[src/rtl/sipo_deser_if.sv]
// sipo_deser_if -- serial input, parallel output and status bundle for sipo_deser.
// slave modport: the deserializer side (takes serial bits, drives the operand pair).
// master modport: the side that feeds the bit stream and consumes the operand pair.
//
// Handshake: a frame transfers on every rising edge where valid_o && ready_i.
// While valid_o is high and ready_i is low, a_o/b_o hold their values and
// valid_o stays high. valid_o does not wait for ready_i before rising.
interface sipo_deser_if #(
  parameter int WIDTH = 4
);
  logic             sd_i;
  logic             sv_i;
  logic             sync_i;
  logic             ready_i;
  logic [WIDTH-1:0] a_o;
  logic [WIDTH-1:0] b_o;
  logic             valid_o;
  logic             busy_o;
  logic             ovr_o;
  logic             perr_o;

  modport slave (
    input  sd_i,
    input  sv_i,
    input  sync_i,
    input  ready_i,
    output a_o,
    output b_o,
    output valid_o,
    output busy_o,
    output ovr_o,
    output perr_o
  );

  modport master (
    output sd_i,
    output sv_i,
    output sync_i,
    output ready_i,
    input  a_o,
    input  b_o,
    input  valid_o,
    input  busy_o,
    input  ovr_o,
    input  perr_o
  );
endinterface

[src/rtl/sipo_deser.sv]
// sipo_deser -- serial-in, parallel-out deserializer.
// Shifts an MSB-first bit stream into a frame of two WIDTH-bit operands
// and presents the completed pair on a_o/b_o under a valid/ready handshake.
// A completed frame that finds the output slot full is dropped and sets the
// sticky overrun flag.
//
// Optional feature: define SIPO_PARITY_EN to append one even-parity bit to
// each frame. Frames whose 2*WIDTH+1 bits do not XOR to zero are dropped and
// perr_o pulses for one cycle. Without the macro perr_o is tied low.
module sipo_deser #(
  parameter int WIDTH = 4
) (
  input  logic         clk_i,
  input  logic         rst_i,
  sipo_deser_if.slave  bus
);

  localparam int DW = 2 * WIDTH;
`ifdef SIPO_PARITY_EN
  localparam int FRAME = DW + 1;
`else
  localparam int FRAME = DW;
`endif
  localparam int CNT_W = $clog2(FRAME);

  typedef logic [CNT_W-1:0] cnt_t;
  // Counter value at which the next sampled bit completes the frame.
  localparam cnt_t LAST = cnt_t'(FRAME - 1);

  // Front end: bit counter and shift register holding {a,b} in flight.
  cnt_t          cnt_q, cnt_d;
  logic [DW-1:0] sh_q, sh_d;

  // Output slot.
  logic [WIDTH-1:0] a_q, a_d;
  logic [WIDTH-1:0] b_q, b_d;
  logic             valid_q, valid_d;
  logic             ovr_q, ovr_d;

  // Completion strobe and the word it delivers.
  logic          frame_done;
  logic          frame_ok;
  logic [DW-1:0] word;

  // sync_i wipes the partial frame before the current bit is considered,
  // so a bit sampled alongside sync_i becomes bit 0 of a fresh frame.
  cnt_t          cnt_base;
  logic [DW-1:0] sh_base;

`ifdef SIPO_PARITY_EN
  // Running XOR of the data bits of the frame in flight.
  logic par_q, par_d;
  logic par_base;
  logic perr_q, perr_d;
`endif

  // Frame assembly: counter advance/wrap, left shift, completion detect.
  always_comb begin
    cnt_base   = bus.sync_i ? '0 : cnt_q;
    sh_base    = bus.sync_i ? '0 : sh_q;
    cnt_d      = cnt_base;
    sh_d       = sh_base;
    frame_done = 1'b0;
`ifdef SIPO_PARITY_EN
    par_base   = bus.sync_i ? 1'b0 : par_q;
    par_d      = par_base;
    // The final bit is the parity bit; the data is already in the shifter.
    word       = sh_base;
    frame_ok   = ~(par_base ^ bus.sd_i);
`else
    // The final bit is the last data bit and lands directly in b[0].
    word       = {sh_base[DW-2:0], bus.sd_i};
    frame_ok   = 1'b1;
`endif
    if (bus.sv_i) begin
      if (cnt_base == LAST) begin
        cnt_d      = '0;
        sh_d       = '0;
        frame_done = 1'b1;
`ifdef SIPO_PARITY_EN
        par_d      = 1'b0;
`endif
      end else begin
        cnt_d = cnt_base + cnt_t'(1);
        sh_d  = {sh_base[DW-2:0], bus.sd_i};
`ifdef SIPO_PARITY_EN
        par_d = par_base ^ bus.sd_i;
`endif
      end
    end
  end

  // Output slot: load on completion when empty or draining, else flag overrun.
  always_comb begin
    a_d     = a_q;
    b_d     = b_q;
    valid_d = valid_q;
    ovr_d   = ovr_q;
    if (frame_done && frame_ok && (!valid_q || bus.ready_i)) begin
      a_d     = word[DW-1:WIDTH];
      b_d     = word[WIDTH-1:0];
      valid_d = 1'b1;
    end else if (valid_q && bus.ready_i) begin
      valid_d = 1'b0;
    end
    if (frame_done && frame_ok && valid_q && !bus.ready_i) begin
      ovr_d = 1'b1;
    end
  end

`ifdef SIPO_PARITY_EN
  // A bad frame is reported before, and instead of, any overrun decision.
  always_comb begin
    perr_d = frame_done && !frame_ok;
  end
`endif

  // State registers with synchronous reset.
  always_ff @(posedge clk_i) begin
    if (rst_i) begin
      cnt_q   <= '0;
      sh_q    <= '0;
      a_q     <= '0;
      b_q     <= '0;
      valid_q <= 1'b0;
      ovr_q   <= 1'b0;
`ifdef SIPO_PARITY_EN
      par_q   <= 1'b0;
      perr_q  <= 1'b0;
`endif
    end else begin
      cnt_q   <= cnt_d;
      sh_q    <= sh_d;
      a_q     <= a_d;
      b_q     <= b_d;
      valid_q <= valid_d;
      ovr_q   <= ovr_d;
`ifdef SIPO_PARITY_EN
      par_q   <= par_d;
      perr_q  <= perr_d;
`endif
    end
  end

  assign bus.a_o     = a_q;
  assign bus.b_o     = b_q;
  assign bus.valid_o = valid_q;
  assign bus.busy_o  = (cnt_q != '0);
  assign bus.ovr_o   = ovr_q;
`ifdef SIPO_PARITY_EN
  assign bus.perr_o  = perr_q;
`else
  assign bus.perr_o  = 1'b0;
`endif

  // A held frame stays valid and unchanged until the downstream takes it.
  a_hold_stable: assert property (@(posedge clk_i) disable iff (rst_i)
    (valid_q && !bus.ready_i) |=> (valid_q && $stable(a_q) && $stable(b_q)));

  // Overrun is sticky until reset.
  a_ovr_sticky: assert property (@(posedge clk_i) disable iff (rst_i)
    ovr_q |=> ovr_q);

endmodule
[src/flat_wrapper.sv]
// flat-port wrapper written by rule: the top's interface ports become plain ports
module sipo_deser_flat 
#(
  parameter int WIDTH = 4
)
  (clk_i, rst_i, bus_sd_i, bus_sv_i, bus_sync_i, bus_ready_i, bus_a_o, bus_b_o, bus_valid_o, bus_busy_o, bus_ovr_o, bus_perr_o);
  sipo_deser_if #(.WIDTH(WIDTH)) bus_i ();
  input  logic clk_i;
  input  logic rst_i;
  input wire logic [$bits(bus_i.sd_i)-1:0] bus_sd_i;
  input wire logic [$bits(bus_i.sv_i)-1:0] bus_sv_i;
  input wire logic [$bits(bus_i.sync_i)-1:0] bus_sync_i;
  input wire logic [$bits(bus_i.ready_i)-1:0] bus_ready_i;
  output wire logic [$bits(bus_i.a_o)-1:0] bus_a_o;
  output wire logic [$bits(bus_i.b_o)-1:0] bus_b_o;
  output wire logic [$bits(bus_i.valid_o)-1:0] bus_valid_o;
  output wire logic [$bits(bus_i.busy_o)-1:0] bus_busy_o;
  output wire logic [$bits(bus_i.ovr_o)-1:0] bus_ovr_o;
  output wire logic [$bits(bus_i.perr_o)-1:0] bus_perr_o;
  assign bus_i.sd_i = bus_sd_i;
  assign bus_i.sv_i = bus_sv_i;
  assign bus_i.sync_i = bus_sync_i;
  assign bus_i.ready_i = bus_ready_i;
  assign bus_a_o = bus_i.a_o;
  assign bus_b_o = bus_i.b_o;
  assign bus_valid_o = bus_i.valid_o;
  assign bus_busy_o = bus_i.busy_o;
  assign bus_ovr_o = bus_i.ovr_o;
  assign bus_perr_o = bus_i.perr_o;
  sipo_deser #(.WIDTH(WIDTH)) u_core (.clk_i(clk_i), .rst_i(rst_i), .bus(bus_i));
endmodule
[config.mk]
export PLATFORM = sky130hd
export DESIGN_NAME = sipo_deser_flat
export DESIGN_NICKNAME = d
export VERILOG_FILES = /design/src/rtl/sipo_deser_if.sv /design/src/rtl/sipo_deser.sv /design/src/flat_wrapper.sv
export SDC_FILE = /design/constraint.sdc
export NUM_CORES = 1
export LEC_CHECK = 0
export BUFFER_PORTS_ARGS = -buffer_cell sky130_fd_sc_hd__buf_2
export CAP_MARGIN = 0
export CELL_PAD_IN_SITES_DETAIL_PLACEMENT = 0
export CELL_PAD_IN_SITES_GLOBAL_PLACEMENT = 1
export CORE_MARGIN = 8
export CORE_UTILIZATION = 41
export CTS_CLUSTER_SIZE = 24
export DETAILED_ROUTE_END_ITERATION = 6
export GPL_TIMING_DRIVEN = 0
export PLACE_DENSITY = 0.76
export SLEW_MARGIN = 25
export SYNTH_ARGS = -nofsm -noshare
export SYNTH_HDL_FRONTEND = slang
export SYNTH_SLANG_ARGS = --single-unit
[constraint.sdc]
create_clock -name clk_i -period 4.8 [get_ports clk_i]
set_input_delay 0.48 -clock clk_i [delete_from_list [all_inputs] [get_ports clk_i]]
set_output_delay 0.48 -clock clk_i [all_outputs]
set_load 0.02 [all_outputs]
==> results of run 1 <==
critical path, stage by stage:
cell and delay [ns]:
buf_2 0.11, clkbuf_1 0.18, nor2b_1 0.20, ha_1 0.17, ha_1 0.27, nand2_2 0.17, or4_1 0.43, a21oi_1 0.13
through the flow:
stage	setup WS, ns	total power (W)
floorplan	2.963	0.0001840
global placement	2.594	0.0001908
detailed placement	2.556	0.0001910
CTS	2.873	0.0003300
global route	2.731	0.0003400
finish	2.890	0.0003258
routing by layer:
layer / GRT usage (%) / up-vias / wire length (um)
met5: 0 / - / 0
met4: 4.870 / 0 / 19
met3: 2.675 / 2 / 98
met2: 16.22 / 11 / 754
met1: 12.59 / 332 / 879
li1: - / 371 / -
cell type report:
cell class,count,area (um^2),share of cell area (%)
clock buffers,3,22.52,2.177
well taps,27,33.78,3.265
repair buffers,16,80.08,7.739
plain buffers,8,43.79,4.232
multi-input cells,67,419.2,40.51
flip-flops and latches,20,400.4,38.69
inverters,1,5.005,0.4837
clock inverters,1,30.03,2.902
registers in the layout, summed over array words and instances (netlist names):
signal,flops
u_core.bus.a_o,4
u_core.bus.b_o,4
u_core.bus.ovr_o,1
u_core.cnt_q,3
u_core.sh_q,7
u_core.bus.valid_o,1
power by group:
group / internal (W) / switching, W / total (W)
clock: 0.0000844 / 0.0000543 / 0.000139
sequential: 0.000167 / 0.000000800 / 0.000168
combinational: 0.00000779 / 0.0000111 / 0.0000189
total: 0.000260 / 0.0000662 / 0.000326
layout by cell type (no fill, tap or decap), drive strengths merged:
cell	Yosys	routed
nand2	2	2
clkbuf	4	7
nand2b	3	3
bufinv	0	1
nand4b	6	6
or3	1	1
conb	1	1
o21ai	8	8
nor2b	8	8
buf	4	20
mux2i	2	2
clkinvlp	1	1
xnor2	1	1
or4	1	1
nand3	1	1
or2b	1	1
nand3b	3	3
dfxtp	20	20
or2	1	1
ha	2	2
nor2	8	8
a21oi	16	16
and2	1	1
o32a	1	1
cell usage after synthesis (all sizes together):
cell type and n:
or2 1, clkbuf 4, nand3 1, buf 4
clkinvlp 1, a21oi 16, nand3b 3, dfxtp 20
nor2 8, nand4b 6, or4 1, mux2i 2
conb 1, nand2 2, ha 2, and2 1
nor2b 8, xnor2 1, o21ai 8, or3 1
o32a 1, nand2b 3, or2b 1
worst max-delay path by stage:
stage | cells past startpoint | slack [ns] | end
2_1_floorplan | 7 | 2.96 | u_core.bus.b_o[1]$_SDFFE_PP0P_
3_3_place_gp | 8 | 2.59 | u_core.bus.b_o[1]$_SDFFE_PP0P_
3_5_place_dp | 8 | 2.56 | u_core.bus.b_o[1]$_SDFFE_PP0P_
4_1_cts | 8 | 2.87 | u_core.bus.b_o[1]$_SDFFE_PP0P_
5_1_grt | 8 | 2.73 | u_core.bus.b_o[1]$_SDFFE_PP0P_
6_report | 8 | 2.89 | u_core.bus.b_o[1]$_SDFFE_PP0P_
kinds of logic after synthesis:
logic type	after synthesis
muxes	2
adders and majority gates	2
other	1
xor gates and xnor gates	1
DFF	20
AOI/OAI and AO/OA	25
buffers and inverters	9
and+or+nand+nor	36
==> results.txt, run 1 <==
* Util after Layout: 52.21%
- Post-route DRC violation count: 0
* Highest ir drop seen on vdd: just under 200 uV
- The first TritonRoute pass finished after 4 iterations.
- Number of core rows: 16
- Number of gates resized after CTS: 0
- Run status: finished clean
- Die Y-Extent: about 62 um
* Maximum number of pins on one net before global-route repair: 13
* Share of the clock period used by the worst path after layout: between 30% and 40%
- Count of cells along the worst register-to-register path: 6
- Startpoint of the worst-slack reg-to-reg timing path: u_core.cnt_q[0]$_SDFF_PP0_
- At the end of routability-driven placement, the weighted congestion stood at 0.7324.
- The synthesized netlist devotes around 15% of its cell area to compound gates.
- Number of max-slew violations in the final report: 0
* Unrepaired setup endpoints after global routing: false
* Clock Path Buffers: 2
- Global routing consumed, over all layers together, around a tenth of the routing resources.
* Number of instances in the synthesized netlist: 96
- Adder and majority cell fraction of the synthesized area: between 2 and 3%
- The Yosys step of the flow raised 0 warnings.
- Dividing total power by cell area gives a power density of ~310 nW/um^2.
- Clock period minus worst slack: ~1.9 ns
* Width of the die: a little over 60 um
- Dpl cells: roughly 140
- In this run, distinct cell masters in the synthesized netlist total 27.
- The tree is rooted in a clkbuf_4.
- The final layout contains 125 nets.
- CTS built an H-tree with a depth of 1.
- Arrival @ worst endpoint: between 2 and 2.5 ns
- Class of the most critical hold timing path: input port to register
- Worst Hold Margin: 0.3856 ns
- The startpoint identified for the worst hold timing path is rst_i.
* Post-Synthesis Net Count: between 100 and 150
* Number of synthesized register bits: 20
- After global routing the overflow that remains totals 0.
- Sequential cells were found to cover a little under half of the synthesized design area.
* Post-CTS Setup Repair Bufs: 0
- Crit Path Category: input port to register
- Final Setup Violations: 0
- Endpoint of the worst-slack reg-to-reg timing path: u_core.bus.b_o[1]$_SDFFE_PP0P_
- CTS clock-pin slew for the worst setup and hold paths: 0.12 ns
- Timing-limited maximum frequency: 523.6 MHz
- Peak fanout along the critical path: 10
- The later pin in the worst-skew pair is clocked with a latency of approximately 0.3 ns.
* Initial drt markers: 16
* Fin Setup TNS: 0 ns
- After synthesis, the mean cell area works out to roughly 9.0 um^2.
- Element type at the critical path end: register
- In the final routed layout, each cell accounts on average for approximately 12 um.
- Share of synthesized area spent on multiplexers: under 10%
* Dominant combinational cell family by area after synthesis: simple AND/OR/NAND/NOR gates
- CTS tree: done
- Summing the areas of all xor and xnor instances in the mapped netlist gives 1.009% of the synthesized area.
- After routing the design area is ~1000 um^2.
- STA puts the critical path data required time at 5.04 ns.
- Max-cap violations in this run came to 0.
* Routed Antenna Nets: 0
- Final non-filler cell total: about 140
* Post-place instance area: 982.2 um^2
- In this run the count of I/O pins placed on the die edge is 18.
* Vias in the first global route: 666
- The initial antenna violation count was 0.
- Clock tree synthesis inserted a total of 3 buffers.
- The clock net in this run drives a total of 20 sinks.
- The floorplan step defined a die boundary enclosing about 3800 um^2.
- For this design the static power due to leakage is ~0.4 nW.
- The mapped netlist covers 868.3 um^2.
* Hold path cells: 2
- Wire length of the first global-routing pass: approximately 3 mm
* WHS Endpoint: u_core.bus.a_o[0]$_SDFFE_PP0P_
* Filler cell count: 198
* Post-detail-place hpwl: 1.307 mm
* Worst clock skew: about 0.0091 ns
- Summed over all layers, the routed wires come to about 1.8 mm.
* Core area: between 1500 and 2000 um^2
- R2R Setup Slk: ~3.0 ns
- Number of hold violations in the final report: 0
- The initial utilization of the core area, before any placement, comes to about 44%.
- Main area contributors after synthesis: dfxtp_1, a21oi_1, nand4b_1
- Share of the synthesized area in the top cell type: between 40% and 50%
- DR vias/cell: 5.007
- The number of antenna diodes in the final layout is 0.
* Via count: roughly 720
- Number of buffers inserted for hold repair after clock tree synthesis: 0
- The count of buffers added on input and output ports is 16.
- The biggest area contributor in the post-synthesis netlist is dfxtp_1.
- Simple-gate portion of the synthesized area: 26.66%
- STA classifies the critical path startpoint as an input port.
* Area growth syn-to-layout: 19.16%
* First element of the critical path: bus_sync_i
* Share of cells above drive strength 1: about a quarter
Note: power is estimated with default switching activity, not from simulation.
==> run 2, diff against run 1 <==
CORE_UTILIZATION = 38   (was 41)
PLACE_DENSITY = 0.71   (was 0.76)
clock period = 1.9 ns   (was 4.8 ns; I/O delays follow)
==> run 2 against run 1 <==
Sequential power grew to 2.5 times the previous value. Non-clock buffer count did not move. Clock skew shrank 0.0070 ns. Critical path depth fell by 2. Design area is 0.97% lower. Die area grew 5.8%. Critical path type is now register to register.
==> results.txt, run 2 (synthesis results as in run 1) <==
- Sum of routed wire length over all layers: 1.845 mm (+5.4%)
* Crit Path Category: register to register
* Clock buffers created by TritonCTS: 3 (unchanged)
- Port Buffers: 16 (unchanged)
- First element of the critical path: u_core.cnt_q[1]$_SDFF_PP0_
- Peak fanout along the critical path: 10 (unchanged)
- Static leakage power: 0.4024 nW (-2.3%)
- The via density per instance is 5.042 (+0.69%).
* Class of the most critical hold timing path: input port to register
- Count of inserted antenna diode cells: 0 (unchanged)
* Area of all sequential standard cells: 400.4 um^2 (unchanged)
- The final number of hold-violating endpoints is 0 (unchanged).
- The final net count came to 125 (unchanged).
- The number of levels the H-tree was split into was 1 (unchanged).
- Via count: 726 (+1.4%)
* CTS tree: done
- The final global-route overflow total is 0 (unchanged).
* Combined buffer and inverter count along the critical path: 0 (-2)
- The data required time at the worst endpoint is 2.14 ns (-2.90 ns).
* Routed Antenna Nets: 0 (unchanged)
* Cell at the root of the clock tree: clkbuf_4
- The largest net degree at the start of global routing came to 12 (-1).
* Unrepaired setup endpoints after global routing: false
- The overall track demand over capacity in global routing is 9.665% (-0.60 points).
* Width of the die: 63.80 um (+2.9%)
- The library cells used most frequently in the layout, excluding fill and tap cells, are dfxtp_1, buf_2, a21oi_1.
- Die Y-Extent: 63.80 um (+2.9%)
* Wire length of the first global-routing pass: 3.229 mm (+10%)
- The cell count after placement came to 140 (+0.72%).
- Final non-filler cell total: 144 (+0.70%)
- Clock period minus worst slack: roughly 1.7 ns
- The power per cell area was 707.3 nW/um^2 (+120%).
- The sum of negative setup slack was 0 ns (unchanged).
- The core area was 2191 um^2 (+11%).
* Final Setup Violations: 0 (unchanged)
* Wire length per cell after detailed routing: 12.81 um (+4.6%)
- Most common cell after layout, fill and taps aside: dfxtp_1
* Arrival @ worst endpoint: 1.95 ns (-0.20 ns)
- Post-route DRC violation count: 0 (unchanged)
* Total clock sinks: 20 (unchanged)
- The number of filler cells placed in the layout came to 225 (+14%).
- The number of hold-repair buffers added at the cts stage came to 0 (unchanged).
- The initial antenna violation count was 0 (unchanged).
- The final number of max-transition violations came to 0 (unchanged).
- The die area is 4070 um^2 (+5.8%).
* List of cells traversed by the critical path: nor2b_1 > ha_1 > ha_2 > nand2_2 > or4_1 > a21oi_1
- The cell count along the critical path came to 6 (-2).
- The startpoint identified for the worst register-to-register timing path is u_core.cnt_q[1]$_SDFF_PP0_.
- Reg with most FFs: u_core.sh_q
- Count of cells along the worst register-to-register path: 6 (unchanged)
- The worst hold path begins at rst_i.
- Library cell contributing the largest single delay on the critical path: or4_1
* Number of violations of the max-capacitance limit: 0 (unchanged)
- Initial drt markers: 10 (-6)
- The run finished with clean final reports.
- The register clock-pin slew on the reported worst setup and hold paths is 0.11 ns (about the same).
- In this design, the largest share of critical-path delay is due to simple AND/OR/NAND/NOR gates.
- Startpoint types: register
- Clock Path Buffers: 2 (unchanged)
- Timing-limited maximum frequency: about 580 MHz
* Share of cells above drive strength 1: 25.86% (+1.7 points)
- The delay of the slowest cell on the worst path came to 0.43 ns (about the same).
* Count of TritonRoute iterations in the first routing pass: 4 (unchanged)
- Area growth syn-to-layout: 18.01%
- The via count of the first global-routing pass was 717 (+7.7%).
- Element type at the critical path end: register
* Final weighted congestion in routability-driven placement: 0.7326 (about the same)
- Clock Latency Late Sink: 0.30 ns (about the same)
- The number of flip-flops under the largest register name came to 7 (unchanged).
- Share of the clock period used by the worst path after layout: roughly 90%
* Highest ir drop seen on vdd: 514.7 uV (+170%)
* Hold path cells: 2 (unchanged)
- Worst clock skew: 0.002069 ns (-0.007018 ns)
- Post-detail-place hpwl: 1.396 mm (+6.8%)
- The starting density of the core is 39.63% (-4.2 points).
- Top-level port count: 18 (unchanged)
- Multi-input logic area: 424.2 um^2 (+1.2%)
- Number of core rows: 17 (+1)
==> run 2: changes by cell type in the layout (fill, tap and decap cells not counted) <==
cell	previous run	this run
nor2b_2	0	1
ha_2	0	1
ha_1	2	1
clkbuf_8	0	1
bufinv_16	1	0
nor2b_1	7	6
==> run 2: cell type report <==
class | instances | share of cell area [%]
inverter | 1 | 0.4884
buffer | 8 | 4.274
multi-input combinational | 67 | 41.39
sequential | 20 | 39.07
tap | 28 | 3.419
clock buffer | 4 | 3.541
timing repair buffer | 16 | 7.814
==> run 2: repair_timing <==
action | CTS | global route
setup endpoints to repair | 0 | 1
setup buffers | 0 | 0
resized for setup | 0 | 2
==> run 2: metrics by stage <==
step           cell area, um^2  setup WS [ns]  total power, W  util [%]  hold WS [ns]
6_report                  1025         0.1887       0.0007248     46.77        0.1082
5_1_grt                   1025        0.02267       0.0007661     46.77       0.09343
4_1_cts                   1020        0.07473       0.0007331     46.54       0.09816
3_5_place_dp             983.4       -0.08467       0.0004831     44.89        0.4333
3_3_place_gp             983.4       -0.02014       0.0004823     44.89        0.4312
2_1_floorplan            868.3         0.3496       0.0004649         -        0.2591
==> run 2: report_power, final <==
group	switching [W]	leakage (nW)	internal, W
clock network	0.000134	0.0210	0.000117
registers	0.00000203	0.162	0.000423
logic	0.0000288	0.220	0.0000201
==> run 2: worst paths after layout <==
path / to / slack (ns)
worst min register to register: u_core.bus.a_o[2]$_SDFFE_PP0P_ / 0.48
worst min-delay path: u_core.bus.a_o[3]$_SDFFE_PP0P_ / 0.11
worst max-delay path: u_core.bus.b_o[1]$_SDFFE_PP0P_ / 0.19
worst max register to register: u_core.bus.b_o[1]$_SDFFE_PP0P_ / 0.19
==> run 2: metal layers <==
metal | up-vias | GRT usage, % | routed length, um
li1 | 369 | - | -
met1 | 343 | 10.97 | 850
met2 | 12 | 15.43 | 885
met3 | 2 | 3.136 | 92
met4 | 0 | 5.850 | 17
met5 | - | 0 | 0
==> run 3, diff against run 2 <==
CORE_UTILIZATION = 35   (was 38)
PLACE_DENSITY = 0.69   (was 0.71)
clock period = 1.5 ns   (was 1.9 ns; I/O delays follow)
==> run 3 against run 2 <==
Design area rose by 9.0%. Fmax rose by 18%. Sequential power rose by 27%. Largest cell class unchanged. Highest routed layer unchanged. Combinational power rose by 47%. Flip-flop and latch count did not move.
==> results.txt, run 3 (synthesis results as in run 1) <==
- The flow ran to the end, and the final reports show no timing, DRC or antenna violations.
* R2R Setup Slk: 0.05 ns (-0.14 ns)
- The final setup violation count was 0 (unchanged).
* Global routing's busiest layer: met2
- Total global-route track usage: 10.41% (+0.74 points)
* Area of all sequential standard cells: 402.9 um^2 (+0.62%)
* Filler cell count: 254 (+13%)
- Proportion of total power due to net switching: 22.68% (-0.071 points)
- The quantity of I/O buffers inserted on ports was 16 (unchanged).
* Share of the clock period used by the worst path after layout: 96.61% (+6.5 points)
- Util after Layout: 46.37% (-0.41 points)
* Initial Utilization: 36.03% (-3.6 points)
- Wire length of the first global-routing pass: 3.525 mm (+9.2%)
- Worst Hold Margin: 0.06339 ns (-0.04485 ns)
- Core area: 2410 um^2 (+10%)
- Number of buffers inserted for hold repair after clock tree synthesis: 0 (unchanged)
* Share of cells above drive strength 1: 34.71% (+8.8 points)
* Share of power burned in registers: 58.3% (-0.3 points)
* Most prevalent standard cell on the critical path: ha_4
* Floorplan die area: 4331 um^2 (+6.4%)
- u_core.sh_q holds more flip-flops than any other register.
- Global-route track usage on met3: 2.373% (-0.76 points)
* Post-detail-place hpwl: 1.418 mm (+1.6%)
* Multi-input logic area: 470.5 um^2 (+11%)
- The global-route met1 utilization was 12.22% (+1.3 points).
- Peak fanout along the critical path: 4 (-6)
* CTS clock-pin slew for the worst setup and hold paths: 0.11 ns (about the same)
- Setup repair after global routing left no endpoint under its margin.
- The worst-skew pair later-pin latency was 0.30 ns (about the same).
- Element type at the critical path end: register
- The met2 track utilization from global routing came to 17.30% (+1.9 points).
* CTS tree: done
- Total net switching power: 0.0002099 W (+27%)
* Highest cell delay on the worst timing path: 0.40 ns (-0.03 ns)
- Number of violations of the max-capacitance limit: 0 (unchanged)
- The final critical-path setup slack was 0.05089 ns (-0.1378 ns).
- The CTS buffer count came to 3 (unchanged).
- Antenna violations before repair: 0 (unchanged)
- Arrival @ worst endpoint: 1.69 ns (-0.26 ns)
- The path class of the tightest hold or removal check is input port to register.
- Clock Power Share: 33.9% (-0.7 points)
* Vias in the first global route: 763 (+6.4%)
* Library cell contributing the largest single delay on the critical path: or4_1
* Most frequent cells in the layout: dfxtp_1, buf_2, a21oi_1
- The maximum count of clock buffers along a single path came to 2 (unchanged).
* Width of the die: 65.81 um (+3.2%)
- Cell at the root of the clock tree: clkbuf_4
- Leaving out fill and tap cells, the most frequent cell in the layout is dfxtp_1.
- Count of TritonRoute iterations in the first routing pass: 7 (+3)
- Internal Power: 0.0007155 W (+28%)
- The worst setup path is of the register to register kind.
- Top-level port count: 18 (unchanged)
- Post-placement setup slack: -0.4025 ns (-0.3178 ns)
- List of cells traversed by the critical path: nor2b_4 > ha_4 > ha_4 > nand2_4 > or4_1 > a21oi_1
- The iteration-0 DRC count of the detailed router is 46 (+36).
* Pwr dens: 828.2 nW/um^2 (+17%)
- Post-place instance area: 991.0 um^2 (+0.76%)
* Post-route DRC violation count: 0 (unchanged)
* DR vias/cell: 4.762 (-5.6%)
- The final cell area excluding filler cells was 1117 um^2 (+9.0%).
* Maximum number of pins on one net before global-route repair: 12 (unchanged)
- The highest clock frequency the design can meet is 690.1 MHz (+18%).
* Startpoint types: register
* Layout Nets: 130 (+4.0%)
- Die Y-Extent: 65.81 um (+3.2%)
- Clock period minus worst slack: 1.449 ns (-0.2622 ns)
- Via count: 719 (-0.96%)
- The worst path buffer plus inverter count is 0 (unchanged).
* CTS H-tree depth: 1 (unchanged)
- The leakage power is 0.4402 nW (+9.4%).
- Area growth syn-to-layout: 28.67%
- Routed Antenna Nets: 0 (unchanged)
* Data required time at the worst endpoint: 1.74 ns (-0.40 ns)
- The final number of hold-violating endpoints was 0 (unchanged).
- The worst supply voltage drop on vdd was 520.9 uV (+1.2%).
* Count of inserted antenna diode cells: 0 (unchanged)
* Total clock sinks: 20 (unchanged)
- The final global-route overflow total is 0 (unchanged).
* Gate family responsible for the most delay along the worst path: simple AND/OR/NAND/NOR gates
- Number of max-slew violations in the final report: 0 (unchanged)
* Number of flip-flops in the largest register: 7 (unchanged)
- The sum of routed wire length over all layers was 2.033 mm (+10%).
- The average wire per standard cell is 13.46 um (+5.1%).
- The final setup skew was 0.002311 ns (+0.0002413 ns).
* Final weighted congestion in routability-driven placement: 0.7307 (-0.26%)
* Fin Setup TNS: 0 ns (unchanged)
- The number of cell rows is 18 (+1).
- Logic pwr share: 7.8% (+1.1 points)
[run 3: power groups by stage]
stage / clock network, W / logic [W] / registers (W)
after detailed placement: 0 / 0.0000627 / 0.000550
after floorplan: 0 / 0.0000400 / 0.000549
after global routing: 0.000354 / 0.0000804 / 0.000540
after global placement: 0 / 0.0000619 / 0.000550
after CTS: 0.000328 / 0.0000701 / 0.000539
final: 0.000314 / 0.0000719 / 0.000539
[run 3: metal layers]
metal / part of all wire (%) / routed length (um)
met3: 4.7 / 95
met4: 0.74 / 15
met5: 0 / 0
met2: 51 / 1035
met1: 44 / 887
[run 3: worst paths after layout]
check / start / endpoint / cells after the start
max: u_core.cnt_q[1]$_SDFF_PP0_ / u_core.bus.b_o[1]$_SDFFE_PP0P_ / 6
min: rst_i / u_core.bus.a_o[3]$_SDFFE_PP0P_ / 2
min reg2reg: u_core.bus.ovr_o$_SDFFE_PP0P_ / u_core.bus.ovr_o$_SDFFE_PP0P_ / 2
max reg2reg: u_core.cnt_q[1]$_SDFF_PP0_ / u_core.bus.b_o[1]$_SDFFE_PP0P_ / 6
[run 3: timing repair]
action	in CTS	in global routing
pin swaps	3	4
endpoints found under the setup margin	9	9
buffers inserted	4	1
resized for setup	9	6
[run 3: cell type report]
type | count | area share [%]
Buffer | 8 | 4.255
Clock buffer | 4 | 3.247
Inverter | 1 | 0.4479
Multi-Input combinational cell | 67 | 42.11
Sequential cell | 20 | 36.06
Tap cell | 30 | 3.359
Timing Repair Buffer | 21 | 10.53
[run 3: through the flow]
step | power (W) | instances
5_1_grt | 0.0009746 | 151
4_1_cts | 0.0009373 | 150
6_report | 0.0009254 | 151
3_5_place_dp | 0.0006130 | 142
3_3_place_gp | 0.0006122 | 142
2_1_floorplan | 0.0005894 | 96
